## config.mk

```make
export PLATFORM = sky130hd
export DESIGN_NAME = stream_rr_arbiter
export DESIGN_NICKNAME = d
export VERILOG_FILES = /design/src/rtl/stream_rr_arbiter.sv
export SDC_FILE = /design/constraint.sdc
export NUM_CORES = 1
export LEC_CHECK = 0
export CORE_ASPECT_RATIO = 0.75
export CORE_UTILIZATION = 41
export DETAILED_ROUTE_END_ITERATION = 7
export PLACE_DENSITY = 0.95
export SYNTH_ARGS = -nofsm -noshare
export SYNTH_HDL_FRONTEND = slang
export SYNTH_SLANG_ARGS = --single-unit
export TNS_END_PERCENT = 1
```

## constraint.sdc

```tcl
create_clock -name clk -period 4 [get_ports clk]
set_input_delay 1 -clock clk [delete_from_list [all_inputs] [get_ports clk]]
set_output_delay 1 -clock clk [all_outputs]
set_load 0.1 [all_outputs]
```

## src/rtl/stream_rr_arbiter.sv

```systemverilog
// Packet-level round-robin arbiter/mux: one source owns the shared sink from
// grant until its last beat is accepted; beats leave through a single output register.
module stream_rr_arbiter #(
    parameter int NUM_PORTS  = 4,
    parameter int DATA_WIDTH = 32,
    parameter int SEL_WIDTH  = NUM_PORTS > 1 ? $clog2(NUM_PORTS) : 1
) (
    input  logic                            clk,
    input  logic                            rst,
    input  logic [NUM_PORTS*DATA_WIDTH-1:0] s_data,
    input  logic [NUM_PORTS-1:0]            s_valid,
    input  logic [NUM_PORTS-1:0]            s_last,
    output logic [NUM_PORTS-1:0]            s_ready,
    output logic [DATA_WIDTH-1:0]           m_data,
    output logic                            m_valid,
    output logic                            m_last,
    output logic [SEL_WIDTH-1:0]            m_sel,
    input  logic                            m_ready,
    output logic                            busy
);

    typedef enum logic {IDLE, LOCKED} state_t;

    state_t                   state;
    logic [SEL_WIDTH-1:0]     ptr;
    logic [SEL_WIDTH-1:0]     grant_idx;
    logic [SEL_WIDTH-1:0]     winner;
    logic [SEL_WIDTH-1:0]     ptr_next;
    logic [SEL_WIDTH:0]       wsum;
    logic [2*NUM_PORTS-1:0]   rot;
    logic [DATA_WIDTH-1:0]    grant_data;
    logic                     grant_valid;
    logic                     grant_last;
    logic                     out_free;
    logic                     accept;
    logic                     any_req;

    assign busy     = (state == LOCKED);
    assign out_free = !m_valid || m_ready;
    assign any_req  = |s_valid;
    assign accept   = busy && out_free && grant_valid;
    assign ptr_next = (grant_idx == SEL_WIDTH'(NUM_PORTS - 1)) ? '0 : grant_idx + 1'b1;

    // Ready depends only on state and the output register, never on s_valid.
    always_comb begin
        s_ready = '0;
        for (int i = 0; i < NUM_PORTS; i++)
            s_ready[i] = busy && out_free && (grant_idx == SEL_WIDTH'(i));
    end

    always_comb begin
        grant_data  = '0;
        grant_valid = 1'b0;
        grant_last  = 1'b0;
        for (int i = 0; i < NUM_PORTS; i++) begin
            if (grant_idx == SEL_WIDTH'(i)) begin
                grant_data  = s_data[i*DATA_WIDTH +: DATA_WIDTH];
                grant_valid = s_valid[i];
                grant_last  = s_last[i];
            end
        end
    end

    // Rotate requests so bit 0 is the port at ptr; the lowest set offset wins.
    always_comb begin
        rot  = {s_valid, s_valid} >> ptr;
        wsum = '0;
        for (int k = NUM_PORTS - 1; k >= 0; k--)
            if (rot[k]) wsum = {1'b0, ptr} + (SEL_WIDTH+1)'(k);
        if (wsum >= (SEL_WIDTH+1)'(NUM_PORTS))
            wsum = wsum - (SEL_WIDTH+1)'(NUM_PORTS);
        winner = wsum[SEL_WIDTH-1:0];
    end

    always_ff @(posedge clk) begin
        if (rst) begin
            state     <= IDLE;
            ptr       <= '0;
            grant_idx <= '0;
            m_valid   <= 1'b0;
            m_last    <= 1'b0;
            m_data    <= '0;
            m_sel     <= '0;
        end else begin
            if (accept) begin
                m_valid <= 1'b1;
                m_data  <= grant_data;
                m_last  <= grant_last;
                m_sel   <= grant_idx;
            end else if (m_ready) begin
                m_valid <= 1'b0;
            end

            case (state)
                IDLE: begin
                    if (any_req) begin
                        state     <= LOCKED;
                        grant_idx <= winner;
                    end
                end
                LOCKED: begin
                    if (accept && grant_last) begin
                        state <= IDLE;
                        ptr   <= ptr_next;
                    end
                end
                default: state <= IDLE;
            endcase
        end
    end

endmodule
```

## Word level (Yosys, flattened, before mapping)

Cells that the tools add are included.

| operators by class | value |
|---|---|
| equal/unequal tests | 3 |
| mux-type cells | 23 |
| bitwise gates (word level) | 1 |
| reduce and logical (&&, ||, !) cells | 14 |
| $add $sub $neg | 5 |
| shift operators | 1 |
| $lt $le $gt $ge | 1 |

Operators with widths:

| operator | count |
|---|---|
| 32-bit two-way mux | 4 |
| 1-bit two-way mux | 12 |
| 3-bit two-way mux | 4 |
| 8-bit by 2-bit right shift with 4-bit output | 1 |
| 1-bit logical AND | 7 |
| 2-bit by 2-bit adder with 3-bit output (second input constant) | 2 |
| 2-bit == test (second input constant) | 2 |
| 2-bit two-way mux | 2 |
| 2-bit AND reduction | 2 |
| 4-bit OR reduction | 1 |
| 2-bit by 1-bit adder with 3-bit output (second input constant) | 1 |
| 3-bit greater-or-equal comparator (second input constant) | 1 |
| 2-bit by 1-bit adder with 2-bit output (second input constant) | 1 |
| 2-bit by 1-bit == test with 1-bit output (second input constant) | 1 |
| 2-bit zero test | 1 |
| 1-bit case mux with 2 select lines | 1 |
| 2-bit nonzero test | 1 |
| 2-bit by 1-bit subtractor with 2-bit output (second input constant) | 1 |
| 1-bit zero test | 1 |
| 1-bit logical OR | 1 |
| 1-bit NOT | 1 |

| storage, ports and cells | value |
|---|---|
| bits in registers | 41 |
| input bits | 139 |
| output and inout port bits | 41 |
| word-level logic and storage cells | 55 |

## Longest topological paths before layout

Gate-level depths: netlist of the first run.

| depth | value |
|---|---|
| depth after elaboration | 9 |
| gate-level depth with buffers | 9 |
| mapped depth without buffers | 6 |

## Worst setup path after synthesis of the first run

No wires, ideal clock.

| timing | value |
|---|---|
| path kind | register to output |
| start point | reg grant_idx[0] |
| end point | out s_ready[3] |
| path slack | 0.907 ns |
| required time | 3.000 ns |
| buffers on the path | 3 |
| arrival time | 2.093 ns |
| stages on the path, launching flop included | 6 |
| path through | dfxtp_1 ha_1 buf_2 clkbuf_1 clkbuf_1 and3_1 |

| on the way | value |
|---|---|
| word-level cells in the longest chain between the ends | 2 |

Ends and longest elaborated chain:

| what | line | RTL |
|---|---|---|
| from (decl) | 26 | `logic [SEL_WIDTH-1:0] grant_idx;` |
| from (signal assigned) | 98 | `grant_idx <= winner;` |
| 2-bit == test | 48 | `s_ready[i] = busy && out_free && (grant_idx == SEL_WIDTH'(i));` |
| 1-bit logical AND | 48 |  |
| to (decl) | 13 | `output logic [NUM_PORTS-1:0] s_ready,` |

No other way between the ends.

## Worst setup path after layout of the first run

| timing | value |
|---|---|
| start point | in m_ready |
| end point | out s_ready[3] |

| on the way | value |
|---|---|
| word-level cells in the longest chain between the ends | 3 |

Ends and longest elaborated chain:

| what | line | RTL |
|---|---|---|
| from (decl) | 18 | `input logic m_ready,` |
| 1-bit logical OR | 39 | `assign out_free = !m_valid \|\| m_ready;` |
| 1-bit logical AND (2 in series) | 48 |  |

No other way between the ends.

==> metrics.txt, run 1 <==
Worst-Skew Late Latency approximately 0.28 ns; normalized max-slew margin 19.0%; WL/cell 17.6 µm; crit path kind in2out; Post-synth EDFFs 0; Top FF cell, synth dfxtp_1; slowest CP cell clkdlybuf4s50_1; Syn. warnings 0; Seq/Total Area, Yosys approximately 28%; Area Growth Syn to Fin 63.2%; CTS tree done; CP Max Fanout 7; Port-buffer cells 179; PwrDens 344 nW/µm²; Critical Path Start Type primary input; Worst Skew approximately 0.0056 ns; CP delay by family, top buffers and inverters; reg2reg path depth 5; CTS Sinks 41; CP Capture Type output port; initial antenna violation count 0; fin. max-slew vios 0; Final period util 79.3%; Nets around 630; RSZ-0062 raised after global routing false; class of the worst hold path reg2reg; vias per cell a little under 6; DIE WIDTH slightly below 100 µm; Cell variety after synth 38; Setup-failing EPs final 0; Setup crit end s_ready[3]; CTS H-tree depth 2; required time of the critical path ~3.0 ns; Die ar. between 7000 and 8000 µm²; Setup Fix Bufs, Post-CTS 0; Reg clk slew, reported paths 0.08 ns; largest net degree at the start of global routing 49; Critical Path Max Stage Delay 0.45 ns; TritonCTS Buffers 5; Tot GR Track Use 26.0%; dpl hpwl 7.47 mm; CP Depth 4; Initial Utilization 42.5%; Antenna Cells 0; crit path cell chain clkdlybuf4s50_1, nand2b_1, and3_1, buf_4; final hold vios 0; Highest Clock Rate 0.315 GHz; FP Rows 26; cts repair resizes 0; DRC marker count from the first detailed-route iteration roughly 140; Worst-Margin Slew 1.21 ns; reg2reg setup slack 0.96 ns; DIE HEIGHT 74.9 µm; dpl cells 566; I/O pin count between 150 and 200; Mapped Cells approximately 340; Root Buffer clkbuf_8; clk buf depth 2; synthesized net count around 480; routed wire length 10.1 mm; #FFs+latches synth 41; setup TNS 0 ns; outcome finished clean; routability cong. 0.781; mapped cell area 2910 µm²; first-pass iteration count of the detailed router 4; leakage between 1.5 and 2 nW; Filler cells 551; DR vias 3337; crit path from m_ready; worst hold slack 0.513 ns; Peak VDD IR 157 µV; worst reg2reg path endpoint m_data[16]; crit path buf inv count 2; CP Data Arrival Time 2.17 ns; fraction of layout cells with a size suffix above 1 roughly 11%; ys async rst share 0%; DR DRC count 0; Overflow after GRT 0; RR Startpoint grant_idx[0]; Max-Cap Viols 0; Avg Cell Area, Syn 8.65 µm²; vias in the first global route 3049; Tot Pwr between 1.5 and 2 mW; non-filler instance count after layout between 500 and 600; Final ANT Viol Nets 0; crit path time final 3.17 ns; first-pass GRT wire length 15.2 mm; core area 6830 µm²; Hold Buf Count CTS 0
-- Yosys cell counts, types with 2 or more instances --
| master | instances | share of area, % |
|---|---|---|
| dfxtp_1 | 41 | 28 |
| a21oi_1 | 40 | 6.9 |
| inv_1 | 38 | 4.9 |
| a211o_1 | 34 | 10 |
| nand2_1 | 33 | 4.3 |
| a221oi_1 | 31 | 9.3 |
| a311oi_2 | 29 | 15 |
| clkbuf_1 | 18 | 2.3 |
| buf_2 | 8 | 1.4 |
| buf_1 | 7 | 0.90 |
| buf_6 | 6 | 2.3 |
| and3_1 | 5 | 1.1 |
| ha_1 | 4 | 1.7 |
| nand2b_1 | 4 | 0.86 |
| nor2b_1 | 4 | 0.86 |
| o21ai_0 | 4 | 0.69 |
| nand3_1 | 3 | 0.52 |
| nor2_1 | 3 | 0.39 |
| a211oi_2 | 2 | 0.86 |
| a311oi_1 | 2 | 0.60 |
| nor3_1 | 2 | 0.34 |
| o221ai_1 | 2 | 0.60 |
-- placed cells by master, fill, tap and decap left out, types with 2 or more instances in the layout --
cell type,n
clkdlybuf4s50_1,174
a211oi_2,2
inv_1,38
ha_1,2
a211o_1,34
clkbuf_8,6
nand3_1,3
a311oi_2,29
ha_2,2
a21oi_1,40
nor3_1,2
o221ai_1,2
nand2b_1,4
o21ai_0,4
and3_1,5
a311oi_1,2
a221oi_1,31
nor2_1,3
dfxtp_1,41
nor2b_1,3
nand2_1,33
buf_4,10
-- cell families (layout without fill, tap and decap cells) --
group | after synthesis | after routing | share of synthesized area (%)
simple gates | 60 | 60 | 10.2
fa+ha+maj | 4 | 4 | 1.72
buf+inv | 78 | 231 | 12.1
flops | 41 | 41 | 28.3
mux | 2 | 2 | 0.732
compound gates | 151 | 151 | 47.0
-- final cells by class --
class | count | area, µm² | share of cell area (%)
multi-input cells | 217 | 1750 | 36.8
flip-flops and latches | 41 | 821 | 17.3
well taps | 84 | 105 | 2.22
clock buffers | 7 | 86.3 | 1.82
repair buffers | 186 | 1840 | 38.8
inverters | 38 | 143 | 3.01
-- through the flow --
stage / util, % / setup slack [ns] / area (µm²)
6_report: 69.4 / 0.828 / 4740
5_1_grt: 69.4 / 0.742 / 4740
3_3_place_gp: 68.2 / 0.737 / 4660
4_1_cts: 69.4 / 0.835 / 4740
2_1_floorplan: - / 0.907 / 2910
3_5_place_dp: 68.2 / 0.604 / 4660
-- power breakdown --
group          total [mW]  leakage (nW)  switching (mW)  internal, mW
Sequential          0.478         0.336          0.0272         0.451
Combinational       0.880          1.40           0.547         0.332
Clock               0.276        0.0443           0.138         0.137
Total                1.63          1.78           0.713         0.921
-- flip-flops by register name, summed over array words and instances, names as in the netlist --
name       flops
m_data        32
grant_idx      2
ptr            2
m_valid        1
m_last         1
m_sel          2
busy           1
-- worst reg2reg max path, cell delays in order, from the launching register on --
cell	delay [ns]
dfxtp_1	0.45
ha_1	0.72
and3b_4	0.34
a2111o_1	0.93
a21oi_1	0.22
a311oi_2	0.29
-- worst min-delay path by stage --
stage,cells past startpoint,start,to,slack [ns]
5_1_grt,2,m_sel[1],m_sel[1],0.55
3_3_place_gp,2,m_sel[0],m_sel[0],0.47
6_report,2,m_sel[0],m_sel[0],0.51
4_1_cts,2,m_sel[0],m_sel[0],0.50
3_5_place_dp,2,m_sel[0],m_sel[0],0.49
2_1_floorplan,2,grant_idx[1],m_sel[1],0.49
-- routing by layer --
| layer | vias up | wire (µm) | GRT usage [%] |
|---|---|---|---|
| li1 | 1584 | - | - |
| met1 | 1584 | 4050 | 30.9 |
| met2 | 151 | 5010 | 46.8 |
| met3 | 18 | 874 | 7.15 |
| met4 | 0 | 181 | 7.52 |
| met5 | - | 0 | 0 |
Note: power is estimated with default switching activity, not from simulation.
==> run 2, diff against run 1 <==
Settings changed: CORE_UTILIZATION 41 to 38, PLACE_DENSITY 0.95 to 0.94.
Clock period 4 ns to 3 ns, I/O delays scaled along.
==> run 2 against run 1 <==
Combinational power is 33% higher; first-iteration DRC count is 35% lower; global-route usage is 0.73 points lower; clock skew is 0.00094 ns lower; sequential power is 34% higher; clock power is 32% higher; final cell count is 4.0% higher; sequential share of layout area hardly changed; critical path depth is 1 higher; critical path type is now in2reg; highest routed layer unchanged.
==> metrics.txt, run 2 (synthesis results as in run 1) <==
Reg clk slew, reported paths 0.08 ns (about the same); DR DRC count 0 (unchanged); most frequent cells in the layout 137 x clkdlybuf4s50_1, 50 x buf_4, 41 x dfxtp_1, 40 x a21oi_1, 38 x inv_1 (was 174 x clkdlybuf4s50_1, 41 x dfxtp_1, 40 x a21oi_1, 38 x inv_1, 34 x a211o_1); WL/cell 17.3 µm (was 17.6 µm); dpl hpwl 7.66 mm (was 7.47 mm); Overflow after GRT 0 (unchanged); dpl cells 589 (was 566); CTS tree done (unchanged); TritonCTS Buffers 5 (unchanged); Largest register FFs 32 (unchanged); core area 7360 µm² (was 6830 µm²); Worst Skew 0.00461 ns (was 0.00556 ns); CTS Sinks 41 (unchanged); first-pass GRT wire length 16.0 mm (was 15.2 mm); CP Capture Type flop (was output port); fin. max-slew vios 0 (unchanged); Antenna Cells 0 (unchanged); commonest non-fill, non-tap cell in the layout clkdlybuf4s50_1 (unchanged); initial antenna violation count 0 (unchanged); Setup-failing EPs final 0 (unchanged); worst hold slack 0.496 ns (was 0.513 ns); Tot Pwr 2.18 mW (was 1.63 mW); routability cong. 0.828 (was 0.781); vias in the first global route 3293 (was 3049); Hold Buf Count CTS 0 (unchanged); leakage 1.89 nW (was 1.78 nW); cts repair resizes 0 (unchanged); non-filler instance count after layout 596 (was 573); outcome finished clean (unchanged); fraction of layout cells with a size suffix above 1 20.0% (was 11.5%); CP Data Arrival Time 2.83 ns (was 2.17 ns); DRC marker count from the first detailed-route iteration 93 (was 142); first-pass iteration count of the detailed router 4 (unchanged); Highest Clock Rate roughly 0.37 GHz; Setup Fix Bufs, Post-CTS 0 (unchanged); Final period util 91.2%; crit path kind in2reg (was in2out); Most flops, register m_data (unchanged); Max-Cap Viols 0 (unchanged); Port-buffer cells 179 (unchanged); FP Rows 27 (was 26); clk buf depth 2 (unchanged); vias per cell 5.69 (was 5.82); Worst-Skew Late Latency 0.28 ns (about the same); RSZ-0062 raised after global routing false (unchanged); slowest CP cell nor2_4 (was clkdlybuf4s50_1); required time of the critical path 3.10 ns (was 3.00 ns); Initial Utilization 39.4% (was 42.5%); Peak VDD IR 263 µV (was 157 µV); routed wire length 10.3 mm (was 10.1 mm); crit path time final 2.74 ns; crit path cell chain clkdlybuf4s50_1, and4bb_1, a2111oi_4, nor2_4, a311oi_2 (was clkdlybuf4s50_1, nand2b_1, and3_1, buf_4); PwrDens 458 nW/µm² (was 344 nW/µm²); CTS H-tree depth 2 (unchanged); Die ar. 8000 µm² (was 7430 µm²); Worst-Margin Slew 1.14 ns (was 1.21 ns); Tot GR Track Use 25.3% (was 26.0%); cell area after layout 4750 µm² (was 4740 µm²); DIE WIDTH 103 µm (was 99.2 µm); Critical Path Start Type primary input (unchanged); Root Buffer clkbuf_8 (unchanged); class of the worst hold path reg2reg (unchanged); Filler cells 623 (was 551); DIE HEIGHT 77.7 µm (was 74.9 µm); Critical Path Max Stage Delay 0.91 ns (was 0.45 ns); DR vias 3391 (was 3337); largest net degree at the start of global routing 43 (was 49); normalized max-slew margin 23.5% (was 19.0%); Nets 638 (was 632); Final ANT Viol Nets 0 (unchanged); CP Max Fanout 32 (was 7); Area Growth Syn to Fin 63.6% (was 63.2%); final hold vios 0 (unchanged); Area after DPL 4670 µm² (was 4660 µm²); I/O pin count 180 (unchanged)
run 2: critical path: cells and delay by family:
family | cells | cell delay [ns]
and+or+nand+nor | 2 | 1.20
buffers and inverters | 1 | 0.54
AOI/OAI and AO/OA | 2 | 0.33
run 2: final timing paths:
| check | from | endpoint | slack (ns) | cells after the start |
|---|---|---|---|---|
| hold reg to reg | m_sel[1] | m_sel[1] | 0.50 | 2 |
| hold / removal | m_sel[1] | m_sel[1] | 0.50 | 2 |
| setup reg to reg | grant_idx[1] | m_data[3] | 0.31 | 6 |
| setup / recovery | s_valid[0] | m_data[3] | 0.26 | 5 |
run 2: per-stage QoR:
stage / util [%] / worst slack, ns / TNS (ns)
2_1_floorplan: - / 0.157 / 0
3_3_place_gp: 63.4 / 0.0668 / 0
3_5_place_dp: 63.4 / -0.0427 / -0.515
4_1_cts: 64.5 / 0.273 / 0
5_1_grt: 64.5 / 0.156 / 0
6_report: 64.5 / 0.265 / 0
run 2: cell type report:
cell class	count	area [µm²]	area share (%)
Inverter	38	143	3.00
Timing Repair Buffer	192	1830	38.5
Sequential cell	41	821	17.3
Clock buffer	7	86.3	1.82
Multi-Input combinational cell	217	1750	36.7
Tap cell	101	126	2.66
run 2: layer usage:
layer	part of all wire (%)	track usage, %	vias to the layer above
met5	0	0	-
met2	50	45.6	141
met4	1.6	5.35	0
li1	-	-	1600
met3	7.9	6.94	14
met1	41	29.4	1636
run 2: power by group:
part,internal (mW),total (mW),switching (mW)
Sequential,0.602,0.639,0.0375
Combinational,0.437,1.17,0.736
Clock,0.183,0.364,0.181
Total,1.22,2.18,0.955
